## src/rtl/jump_move_if.sv

```systemverilog
// Movement controller bundle: per-tick key/collision inputs and
// registered movement outputs.
interface jump_move_if #(
  parameter int TICK_W = 11
);
  logic              frame_tick;
  logic [3:0]        arrow;
  logic [3:0]        collision;
  logic              enable_jump;
  logic [3:0]        move_dir;
  logic [1:0]        jump_state;
  logic              airborne;
  logic [TICK_W-1:0] jump_cnt;

  modport master (
    output frame_tick, arrow, collision, enable_jump,
    input  move_dir, jump_state, airborne, jump_cnt
  );

  modport slave (
    input  frame_tick, arrow, collision, enable_jump,
    output move_dir, jump_state, airborne, jump_cnt
  );
endinterface

```

## src/rtl/jump_move_ctrl.sv

```systemverilog
// Tick-driven jump FSM with apex hang, coyote time and head-bump abort.
// Optional DOUBLE_JUMP_EN macro adds one air jump per airborne period.
module jump_move_ctrl #(
  parameter int TICK_W         = 11,
  parameter int JUMP_TICKS_MAX = 30,
  parameter int JUMP_TICKS_MIN = 8,
  parameter int APEX_TICKS     = 3,
  parameter int COYOTE_TICKS   = 4
) (
  input logic        clk,
  input logic        rst_n,
  jump_move_if.slave bus
);

  typedef enum logic [1:0] {
    GROUND = 2'd0,
    RISE   = 2'd1,
    APEX   = 2'd2,
    FALL   = 2'd3
  } st_t;

  localparam logic [TICK_W-1:0] MAX_M1 =
    TICK_W'(JUMP_TICKS_MAX - 1);
  localparam logic [TICK_W-1:0] MIN_M1 =
    TICK_W'(JUMP_TICKS_MIN - 1);
  localparam logic [TICK_W-1:0] APEX_M1 =
    TICK_W'((APEX_TICKS > 0) ? APEX_TICKS - 1 : 0);
  localparam logic [TICK_W-1:0] COY =
    TICK_W'(COYOTE_TICKS);
  localparam logic [TICK_W-1:0] SAT = '1;

  st_t               st_q, st_d;
  logic [TICK_W-1:0] cnt_q, cnt_d;
  // apex hang timer in APEX, coyote countdown in FALL
  logic [TICK_W-1:0] tmr_q, tmr_d;
  logic              prev_q;
  logic [3:0]        dir_q, dir_d;
  logic              jedge;
  logic              rise_end;
`ifdef DOUBLE_JUMP_EN
  logic              air_q, air_d;
`endif

  always_comb begin
    st_d  = st_q;
    cnt_d = cnt_q;
    tmr_d = tmr_q;
`ifdef DOUBLE_JUMP_EN
    air_d = air_q;
`endif
    jedge = bus.arrow[3] & ~prev_q & bus.enable_jump;
    rise_end = (cnt_q == MAX_M1) |
               (~bus.arrow[3] & (cnt_q >= MIN_M1));
    unique case (st_q)
      GROUND: begin
`ifdef DOUBLE_JUMP_EN
        air_d = 1'b0;
`endif
        if (jedge & ~bus.collision[3]) begin
          st_d  = RISE;
          cnt_d = '0;
        end else if (~bus.collision[2]) begin
          st_d  = FALL;
          tmr_d = COY;
        end
      end
      RISE: begin
        if (bus.collision[3]) begin
          st_d  = FALL;
          tmr_d = '0;
`ifdef DOUBLE_JUMP_EN
        end else if (jedge & ~air_q) begin
          st_d  = RISE;
          cnt_d = '0;
          air_d = 1'b1;
`endif
        end else if (rise_end) begin
          st_d  = (APEX_TICKS == 0) ? FALL : APEX;
          tmr_d = '0;
        end else if (cnt_q != SAT) begin
          cnt_d = cnt_q + 1'b1;
        end
      end
      APEX: begin
        if (bus.collision[2]) begin
          st_d = GROUND;
`ifdef DOUBLE_JUMP_EN
        end else if (jedge & ~air_q & ~bus.collision[3]) begin
          st_d  = RISE;
          cnt_d = '0;
          air_d = 1'b1;
`endif
        end else if (tmr_q >= APEX_M1) begin
          st_d  = FALL;
          tmr_d = '0;
        end else begin
          tmr_d = tmr_q + 1'b1;
        end
      end
      FALL: begin
        if (bus.collision[2]) begin
          st_d = GROUND;
        end else if (jedge & (tmr_q != '0) &
                     ~bus.collision[3]) begin
          st_d  = RISE;
          cnt_d = '0;
`ifdef DOUBLE_JUMP_EN
        end else if (jedge & ~air_q & ~bus.collision[3]) begin
          st_d  = RISE;
          cnt_d = '0;
          air_d = 1'b1;
`endif
        end else if (tmr_q != '0) begin
          tmr_d = tmr_q - 1'b1;
        end
      end
      default: st_d = GROUND;
    endcase
    dir_d = {
      st_d == RISE,
      st_d == FALL,
      bus.arrow[1] & ~bus.arrow[0] & ~bus.collision[1],
      bus.arrow[0] & ~bus.arrow[1] & ~bus.collision[0]
    };
  end

  always_ff @(posedge clk) begin
    if (!rst_n) begin
      st_q   <= GROUND;
      cnt_q  <= '0;
      tmr_q  <= '0;
      prev_q <= 1'b0;
      dir_q  <= '0;
`ifdef DOUBLE_JUMP_EN
      air_q  <= 1'b0;
`endif
    end else if (bus.frame_tick) begin
      st_q   <= st_d;
      cnt_q  <= cnt_d;
      tmr_q  <= tmr_d;
      prev_q <= bus.arrow[3];
      dir_q  <= dir_d;
`ifdef DOUBLE_JUMP_EN
      air_q  <= air_d;
`endif
    end
  end

  assign bus.move_dir   = dir_q;
  assign bus.jump_state = st_q;
  assign bus.airborne   = (st_q != GROUND);
  assign bus.jump_cnt   = cnt_q;

endmodule

```

## src/flat_wrapper.sv

```systemverilog
// flat-port wrapper written by rule: the top's interface ports become plain ports
module jump_move_ctrl_flat 
#(
  parameter int TICK_W         = 11,
  parameter int JUMP_TICKS_MAX = 30,
  parameter int JUMP_TICKS_MIN = 8,
  parameter int APEX_TICKS     = 3,
  parameter int COYOTE_TICKS   = 4
)
  (clk, rst_n, bus_frame_tick, bus_arrow, bus_collision, bus_enable_jump, bus_move_dir, bus_jump_state, bus_airborne, bus_jump_cnt);
  jump_move_if #(.TICK_W(TICK_W)) bus_i ();
  input logic clk;
  input logic rst_n;
  input wire logic [$bits(bus_i.frame_tick)-1:0] bus_frame_tick;
  input wire logic [$bits(bus_i.arrow)-1:0] bus_arrow;
  input wire logic [$bits(bus_i.collision)-1:0] bus_collision;
  input wire logic [$bits(bus_i.enable_jump)-1:0] bus_enable_jump;
  output wire logic [$bits(bus_i.move_dir)-1:0] bus_move_dir;
  output wire logic [$bits(bus_i.jump_state)-1:0] bus_jump_state;
  output wire logic [$bits(bus_i.airborne)-1:0] bus_airborne;
  output wire logic [$bits(bus_i.jump_cnt)-1:0] bus_jump_cnt;
  assign bus_i.frame_tick = bus_frame_tick;
  assign bus_i.arrow = bus_arrow;
  assign bus_i.collision = bus_collision;
  assign bus_i.enable_jump = bus_enable_jump;
  assign bus_move_dir = bus_i.move_dir;
  assign bus_jump_state = bus_i.jump_state;
  assign bus_airborne = bus_i.airborne;
  assign bus_jump_cnt = bus_i.jump_cnt;
  jump_move_ctrl #(.TICK_W(TICK_W), .JUMP_TICKS_MAX(JUMP_TICKS_MAX), .JUMP_TICKS_MIN(JUMP_TICKS_MIN), .APEX_TICKS(APEX_TICKS), .COYOTE_TICKS(COYOTE_TICKS)) u_core (.clk(clk), .rst_n(rst_n), .bus(bus_i));
endmodule
```

## config.mk

```make
export PLATFORM = sky130hd
export DESIGN_NAME = jump_move_ctrl_flat
export DESIGN_NICKNAME = d
export VERILOG_FILES = /design/src/rtl/jump_move_if.sv /design/src/rtl/jump_move_ctrl.sv /design/src/flat_wrapper.sv
export SDC_FILE = /design/constraint.sdc
export NUM_CORES = 1
export LEC_CHECK = 0
export CAP_MARGIN = 20
export CORE_MARGIN = 3
export CORE_UTILIZATION = 40
export CTS_BUF_LIST = sky130_fd_sc_hd__clkbuf_8
export CTS_CLUSTER_SIZE = 12
export DETAILED_ROUTE_END_ITERATION = 7
export GPL_TIMING_DRIVEN = 0
export SLEW_MARGIN = 20
export SYNTH_ARGS = -nofsm -noshare
export SYNTH_HDL_FRONTEND = slang
export SYNTH_SLANG_ARGS = --single-unit
```

## constraint.sdc

```tcl
create_clock -name clk -period 6.4 [get_ports clk]
set_clock_uncertainty 0.2 [all_clocks]
set_input_delay 1.92 -clock clk [delete_from_list [all_inputs] [get_ports clk]]
set_output_delay 1.92 -clock clk [all_outputs]
set_load 0.02 [all_outputs]
```

# ---- Word-level counts from Yosys, hierarchy flattened
# Index checks and enable logic that the tools add are counted.
dict set report op_classes {
  n_addsub 3
  muxes 26
  n_eq_ne 19
  bitwise_logic 18
  n_lt_le_gt_ge 2
  reduce_logical 6
}
# cell n
set op_table {}
lappend op_table {{11-bit two-way mux} 15}
lappend op_table {{11-bit case mux with 4 select lines} 1}
lappend op_table {{11-bit case mux with 3 select lines} 1}
lappend op_table {{11-bit by 1-bit adder with 11-bit output, second input constant} 2}
lappend op_table {{2-bit two-way mux} 8}
lappend op_table {{8-bit AND reduction} 2}
lappend op_table {{2-bit inequality test, second input constant} 7}
lappend op_table {{11-bit by 5-bit == test with 1-bit output, second input constant} 1}
lappend op_table {{11-bit by 2-bit >= comparator with 1-bit output, second input constant} 1}
lappend op_table {{11-bit by 3-bit >= comparator with 1-bit output, second input constant} 1}
lappend op_table {{11-bit inequality test, second input constant} 1}
lappend op_table {{11-bit nonzero test} 1}
lappend op_table {{11-bit by 1-bit subtractor with 11-bit output, second input constant} 1}
lappend op_table {{1-bit AND} 10}
lappend op_table {{2-bit by 1-bit inequality test with 1-bit output, second input constant} 4}
lappend op_table {{2-bit case mux with 4 select lines} 1}
lappend op_table {{1-bit NOT} 7}
lappend op_table {{2-bit == test, second input constant} 3}
lappend op_table {{2-bit by 1-bit == test with 1-bit output, second input constant} 2}
lappend op_table {{3-bit by 2-bit inequality test with 1-bit output, second input constant} 1}
lappend op_table {{3-bit nonzero test} 1}
lappend op_table {{2-bit logical NOT} 1}
lappend op_table {{2-bit nonzero test} 1}
lappend op_table {{1-bit OR} 1}
dict set report totals {
  output_inout_bits 18
  in_bits 12
  elab_cells 79
  ff_bits 29
}

# ---- Longest topological paths before layout
# Gate-level depths: netlist of run 1.
dict set report depth {
  ltp_word 9
  ltp_mapped 9
  depth_no_buf 8
}

# ---- Worst setup path before layout of run 1
# No wires, ideal clock.
dict set report synth_timing {
  kind {input to register}
  startpoint {input port bus_collision[3]}
  endpoint {register u_core.cnt_q[7] (netlist: u_core.bus.jump_cnt[7])}
  arrival_ns 3.437
  n_path_buf 1
  required_time_ns 6.129
  setup_ns 0.071
  stages 7
  setup_slack_ns 2.691
  path_cell_list {nand4bb_1 -> clkbuf_2 -> a311oi_1 -> o211ai_1 -> a21o_2 -> or4_1 -> a21oi_1}
}
dict set report synth_between {
  elab_chain_cells 4
  elab_cells_between_ends 7
  cone_classes {eq/ne (3); bitwise (3); reduce/logical (1)}
}
# item line
set synth_lines {}
lappend synth_lines {{start: declaration} flat_wrapper.sv:16} ;# input wire logic [$bits(bus_i.collision)-1:0] bus_collision;
lappend synth_lines {{1-bit NOT} {jump_move_ctrl.sv:59, jump_move_ctrl.sv:104}}
lappend synth_lines {{1-bit AND, on equally long branches} {jump_move_ctrl.sv:103, jump_move_ctrl.sv:59}}
lappend synth_lines {{2-bit by 1-bit inequality test with 1-bit output (no source line)} n/a}
lappend synth_lines {{8-bit AND reduction (no source line) (*)} n/a}
lappend synth_lines {{end signal: assignment} jump_move_ctrl.sv:139} ;# cnt_q <= cnt_d;
lappend synth_lines {{end: declaration} jump_move_ctrl.sv:33} ;# logic [TICK_W-1:0] cnt_q, cnt_d;
# Every way passes the cells marked *; elsewhere a longest branch is shown, timed or not.
# A chain may end at the register's enable or synchronous reset.

# ---- Worst setup path in the final report of run 1
dict set report layout_timing {
  startpoint {input port bus_arrow[3]}
  endpoint {register u_core.cnt_q[7] (netlist: u_core.bus.jump_cnt[7])}
}
dict set report layout_between {
  elab_chain_cells 6
  elab_cells_between_ends 12
  cone_classes {eq/ne (3); bitwise (8); reduce/logical (1)}
}
# item line
set layout_lines {}
lappend layout_lines {{start: declaration} flat_wrapper.sv:15} ;# input wire logic [$bits(bus_i.arrow)-1:0] bus_arrow;
lappend layout_lines {{1-bit AND (2 in a row)} jump_move_ctrl.sv:51} ;# jedge = bus.arrow[3] & ~prev_q & bus.enable_jump;
lappend layout_lines {{1-bit AND (2 in a row)} jump_move_ctrl.sv:103} ;# end else if (jedge & (tmr_q != '0) &
lappend layout_lines {{2-bit by 1-bit inequality test with 1-bit output (no source line)} n/a}
lappend layout_lines {{8-bit AND reduction (no source line) (*)} n/a}
# Marks and branches as above.

==> impl_metrics.prom, run 1 <==
# TYPE chip_impl_metric gauge
chip_impl_info{name="status",value="complete, no violations"} 1
chip_impl_metric{name="antenna_violations_before_repair",unit=""} 0
chip_impl_metric{name="number_of_buffers_added_on_ports",unit=""} 27
chip_impl_metric{name="hpwl",unit="mm"} 3.49
chip_impl_metric{name="area_of_the_multi_input_gates",unit="µm²"} 1220
chip_impl_metric{name="netlist-cell-type-count",unit=""} 54
chip_impl_metric{name="route.detailed.drc",unit=""} 0
chip_impl_metric{name="synth_edf_count",unit=""} 0
chip_impl_metric{name="fin_total_pwr",unit="mW"} 0.414
chip_impl_info{name="leading_register_cell_type_out_of_synthesis",value="dfxtp_1"} 1
chip_impl_metric{name="clock_sink_count",unit=""} 29
chip_impl_metric{name="syn_nets",unit=""} 251
chip_impl_metric{name="whs_path_depth",unit=""} 2
chip_impl_metric{name="r2r.worst_path.cells",unit=""} 9
chip_impl_metric{name="timing.setup.tns",unit="ps"} 0
chip_impl_metric{name="nFillCells",unit=""} 439
chip_impl_metric{name="area_delta_synth_final",unit="%"} 22.2
chip_impl_metric{name="regArea",unit="µm²"} 581
chip_impl_metric{name="avgSynthCellArea",unit="µm²"} 8.26
chip_impl_metric{name="drt-wirelength-per-cell",unit="µm"} 15.1
chip_impl_metric{name="clock.fmax",unit="MHz"} 241
chip_impl_metric{name="place_area",unit="µm²"} 2220
chip_impl_metric{name="synth_top_area_share",unit="%"} 30.8
chip_impl_metric{name="clk_pin_slew",unit="ps"} 60
chip_impl_metric{name="number_of_top_level_pins",unit=""} 30
chip_impl_metric{name="antenna_cells_inserted",unit=""} 0
chip_impl_metric{name="synth_async_sr_flop_share",unit="%"} 0
chip_impl_metric{name="totalWireLength",unit="mm"} 4.77
chip_impl_info{name="hp_start",value="u_core.bus.move_dir[1]$_SDFFE_PN0P_"} 1
chip_impl_metric{name="post_cts_hold_buffer_count",unit=""} 0
chip_impl_metric{name="slew_violations",unit=""} 0
chip_impl_metric{name="power-per-cell-area",unit="nW/µm²"} 180
chip_impl_metric{name="drive_gt1_share",unit="%"} 8.75
chip_impl_info{name="hold_path.class",value="reg2reg"} 1
chip_impl_metric{name="route.detailed.vias_per_inst",unit=""} 5.89
chip_impl_metric{name="synth_area",unit="µm²"} 1880
chip_impl_info{name="worst_r2r_endpoint",value="u_core.bus.jump_cnt[10]$_SDFFE_PN0P_"} 1
chip_impl_metric{name="fp.dieH",unit="µm"} 74.6
chip_impl_metric{name="timing.final.crit_share",unit="%"} 64.7
chip_impl_metric{name="slew-limit-headroom",unit="%"} 55.1
chip_impl_metric{name="finalHoldViolations",unit=""} 0
chip_impl_metric{name="finalSetupViolCount",unit=""} 0
chip_impl_metric{name="vdd.ir_drop.worst",unit="V"} 0.0000938
chip_impl_metric{name="place_congestion",unit=""} 0.862
chip_impl_info{name="mostFrequentLayoutCells",value="29 x dfxtp_1, 27 x clkdlybuf4s50_1, 17 x nand2_1, 17 x o21ai_0, 15 x inv_1"} 1
chip_impl_metric{name="period_needed",unit="ps"} 4140
chip_impl_metric{name="grt_overflow_total",unit=""} 0
chip_impl_metric{name="cts_inserted_buffers",unit=""} 5
chip_impl_metric{name="vias_in_the_first_global_route",unit=""} 1710
chip_impl_info{name="clockRootBuffer",value="clkbuf_8"} 1
chip_impl_info{name="layout.cells.most_common",value="dfxtp_1"} 1
chip_impl_metric{name="placement.setup.worst_slack",unit="ps"} 1940
chip_impl_info{name="worstSetupStartpointType",value="primary input"} 1
chip_impl_metric{name="detail_route.first_pass.iterations",unit=""} 4
chip_impl_metric{name="post_cts.resized_instances",unit=""} 0
chip_impl_metric{name="cp_data_arrival_time",unit="ps"} 4160
chip_impl_metric{name="grt_max_degree",unit=""} 11
chip_impl_metric{name="die_width",unit="µm"} 74.6
chip_impl_info{name="holdPathEnd",value="u_core.bus.move_dir[1]$_SDFFE_PN0P_"} 1
chip_impl_metric{name="finalNonFillerCells",unit=""} 315
chip_impl_info{name="cts_tree",value="yes"} 1
chip_impl_metric{name="worst-slew-pin-transition",unit="ps"} 669
chip_impl_metric{name="placement_rows",unit=""} 24
chip_impl_metric{name="setup_slack",unit="ps"} 2260
chip_impl_metric{name="cp_max_fo",unit=""} 8
chip_impl_metric{name="start_util",unit="%"} 42.4
chip_impl_metric{name="dr_total_vias",unit=""} 1856
chip_impl_metric{name="timing.hold.ws",unit="ps"} 278
chip_impl_info{name="crit-reg2reg-launch",value="u_core.bus.jump_state[1]$_SDFFE_PN0P_"} 1
chip_impl_metric{name="netlist_instances",unit=""} 228
chip_impl_metric{name="postLayoutCellArea",unit="µm²"} 2300
chip_impl_metric{name="cap_violations",unit=""} 0
chip_impl_info{name="setup.worst_path.class",value="in2reg"} 1
chip_impl_metric{name="synth-seq-cells",unit=""} 29
chip_impl_metric{name="leakagePower",unit="nW"} 0.842
chip_impl_metric{name="numPlacedInstances",unit=""} 307
chip_impl_info{name="netlist.top_cell.by_area",value="dfxtp_1"} 1
chip_impl_metric{name="drt.antenna.violating_nets",unit=""} 0
chip_impl_metric{name="drtIter0Drc",unit=""} 101
chip_impl_metric{name="cts_max_path_buffers",unit=""} 2
chip_impl_metric{name="htree_levels",unit=""} 2
chip_impl_metric{name="die_area",unit="µm²"} 5570
chip_impl_metric{name="grt_use_total",unit="%"} 19.0
chip_impl_metric{name="grt_pass1_wl",unit="mm"} 8.11
chip_impl_metric{name="clk-insertion-delay-late",unit="ps"} 290
chip_impl_metric{name="finish.utilization",unit="%"} 51.8
chip_impl_info{name="synth_area_leaders",value="dfxtp_1 31%, ha_1 7.3%, o21ai_0 4.5%"} 1
chip_impl_info{name="end_kind",value="register"} 1
chip_impl_metric{name="yosysWarnings",unit=""} 0
chip_impl_metric{name="synth.yosys.seq_area_share",unit="%"} 30.8
chip_impl_info{name="unrepaired_setup_endpoints_after_global_routing",value="no"} 1
chip_impl_metric{name="final_nets",unit=""} 285
chip_impl_metric{name="worstPathRequired",unit="ps"} 6420
chip_impl_metric{name="postCtsSetupBuffers",unit=""} 0
chip_impl_metric{name="core",unit="µm²"} 4440
chip_impl_metric{name="ff2ff_setup_slack",unit="ps"} 3780
## layer usage
layer  GRT usage [%]  wire [µm]
met5               0          0
met3            3.87        195
met2            27.4       2070
met4            7.11         77
met1            27.9       2430
## where the power goes
| part | internal (mW) | total (mW) | switching [mW] | leakage (nW) |
|---|---|---|---|---|
| Clock | 0.0735 | 0.144 | 0.0710 | 0.0491 |
| Sequential | 0.185 | 0.189 | 0.00452 | 0.235 |
| Combinational | 0.0321 | 0.0800 | 0.0479 | 0.558 |
## layout make-up
class / count / area share (%)
timing repair buffer: 27 / 11.7
buffer: 6 / 1.14
clock inverter: 3 / 0.598
tap: 52 / 2.83
inverter: 14 / 2.28
clock buffer: 5 / 2.99
multi-input combinational: 179 / 53.2
sequential: 29 / 25.2
## cells by family (layout without fill, tap and decap cells)
family          Yosys count  after routing  synth area share, %
simple gates             87             87                 27.3
compound gates           79             79                 29.3
flops                    29             29                 30.8
fa+ha+maj                11             11                 7.31
buf+inv                  20             55                 4.19
mux                       2              2                 1.06
## critical path, stage by stage
cell and delay [ps]:
clkdlybuf4s50_1 570, nand4bb_1 120, clkbuf_2 170, a311oi_1 350, o211ai_1 150, a21o_2 250
or4_1 480, a21oi_1 150
## cell usage after synthesis, types with 4 or more instances
library cell	count
nand4_1	4
nand3_1	9
nor3_1	8
nand2_1	17
or3_1	8
inv_1	14
dfxtp_1	29
ha_1	11
nor2_1	10
o21a_1	4
a21oi_1	14
o21ai_0	17
or4_1	8
a21boi_0	7
o31ai_1	7
## sequential cells by signal, summed over array words and instances, names as in the netlist
name                   flops
u_core.bus.jump_cnt       11
u_core.tmr_q              11
u_core.bus.move_dir        4
u_core.bus.jump_state      2
u_core.prev_q              1
## worst max-delay path by stage
stage / to / depth (start not counted) / start
floorplan: u_core.bus.jump_cnt[7]$_SDFFE_PN0P_ / 7 / bus_collision[3]
global placement: u_core.bus.jump_cnt[2]$_SDFFE_PN0P_ / 8 / bus_arrow[3]
detailed placement: u_core.bus.jump_cnt[7]$_SDFFE_PN0P_ / 9 / bus_arrow[3]
CTS: u_core.bus.jump_cnt[7]$_SDFFE_PN0P_ / 8 / bus_arrow[3]
global route: u_core.bus.jump_cnt[7]$_SDFFE_PN0P_ / 8 / bus_arrow[3]
finish: u_core.bus.jump_cnt[7]$_SDFFE_PN0P_ / 8 / bus_arrow[3]
No activity file was read; power rests on OpenSTA's default activity.
==> run 2: changes to the inputs <==
==> constraint.sdc (replaced) <==
create_clock -name clk -period 3.8 [get_ports clk]
set_clock_uncertainty 0.2 [all_clocks]
set_input_delay 1.14 -clock clk [delete_from_list [all_inputs] [get_ports clk]]
set_output_delay 1.14 -clock clk [all_outputs]
set_load 0.02 [all_outputs]
==> results of run 2 <==
The final DEF is identical to that of run 1. Status: complete, no violations.
Main changes from that run: setup slack after placement 1940 ps -> 122 ps; setup slack after layout 2260 ps -> 437 ps; register-to-register setup slack 3780 ps -> 1180 ps; total power 0.414 mW -> 0.696 mW; worst IR drop on VDD 0.0000938 V -> 0.000158 V
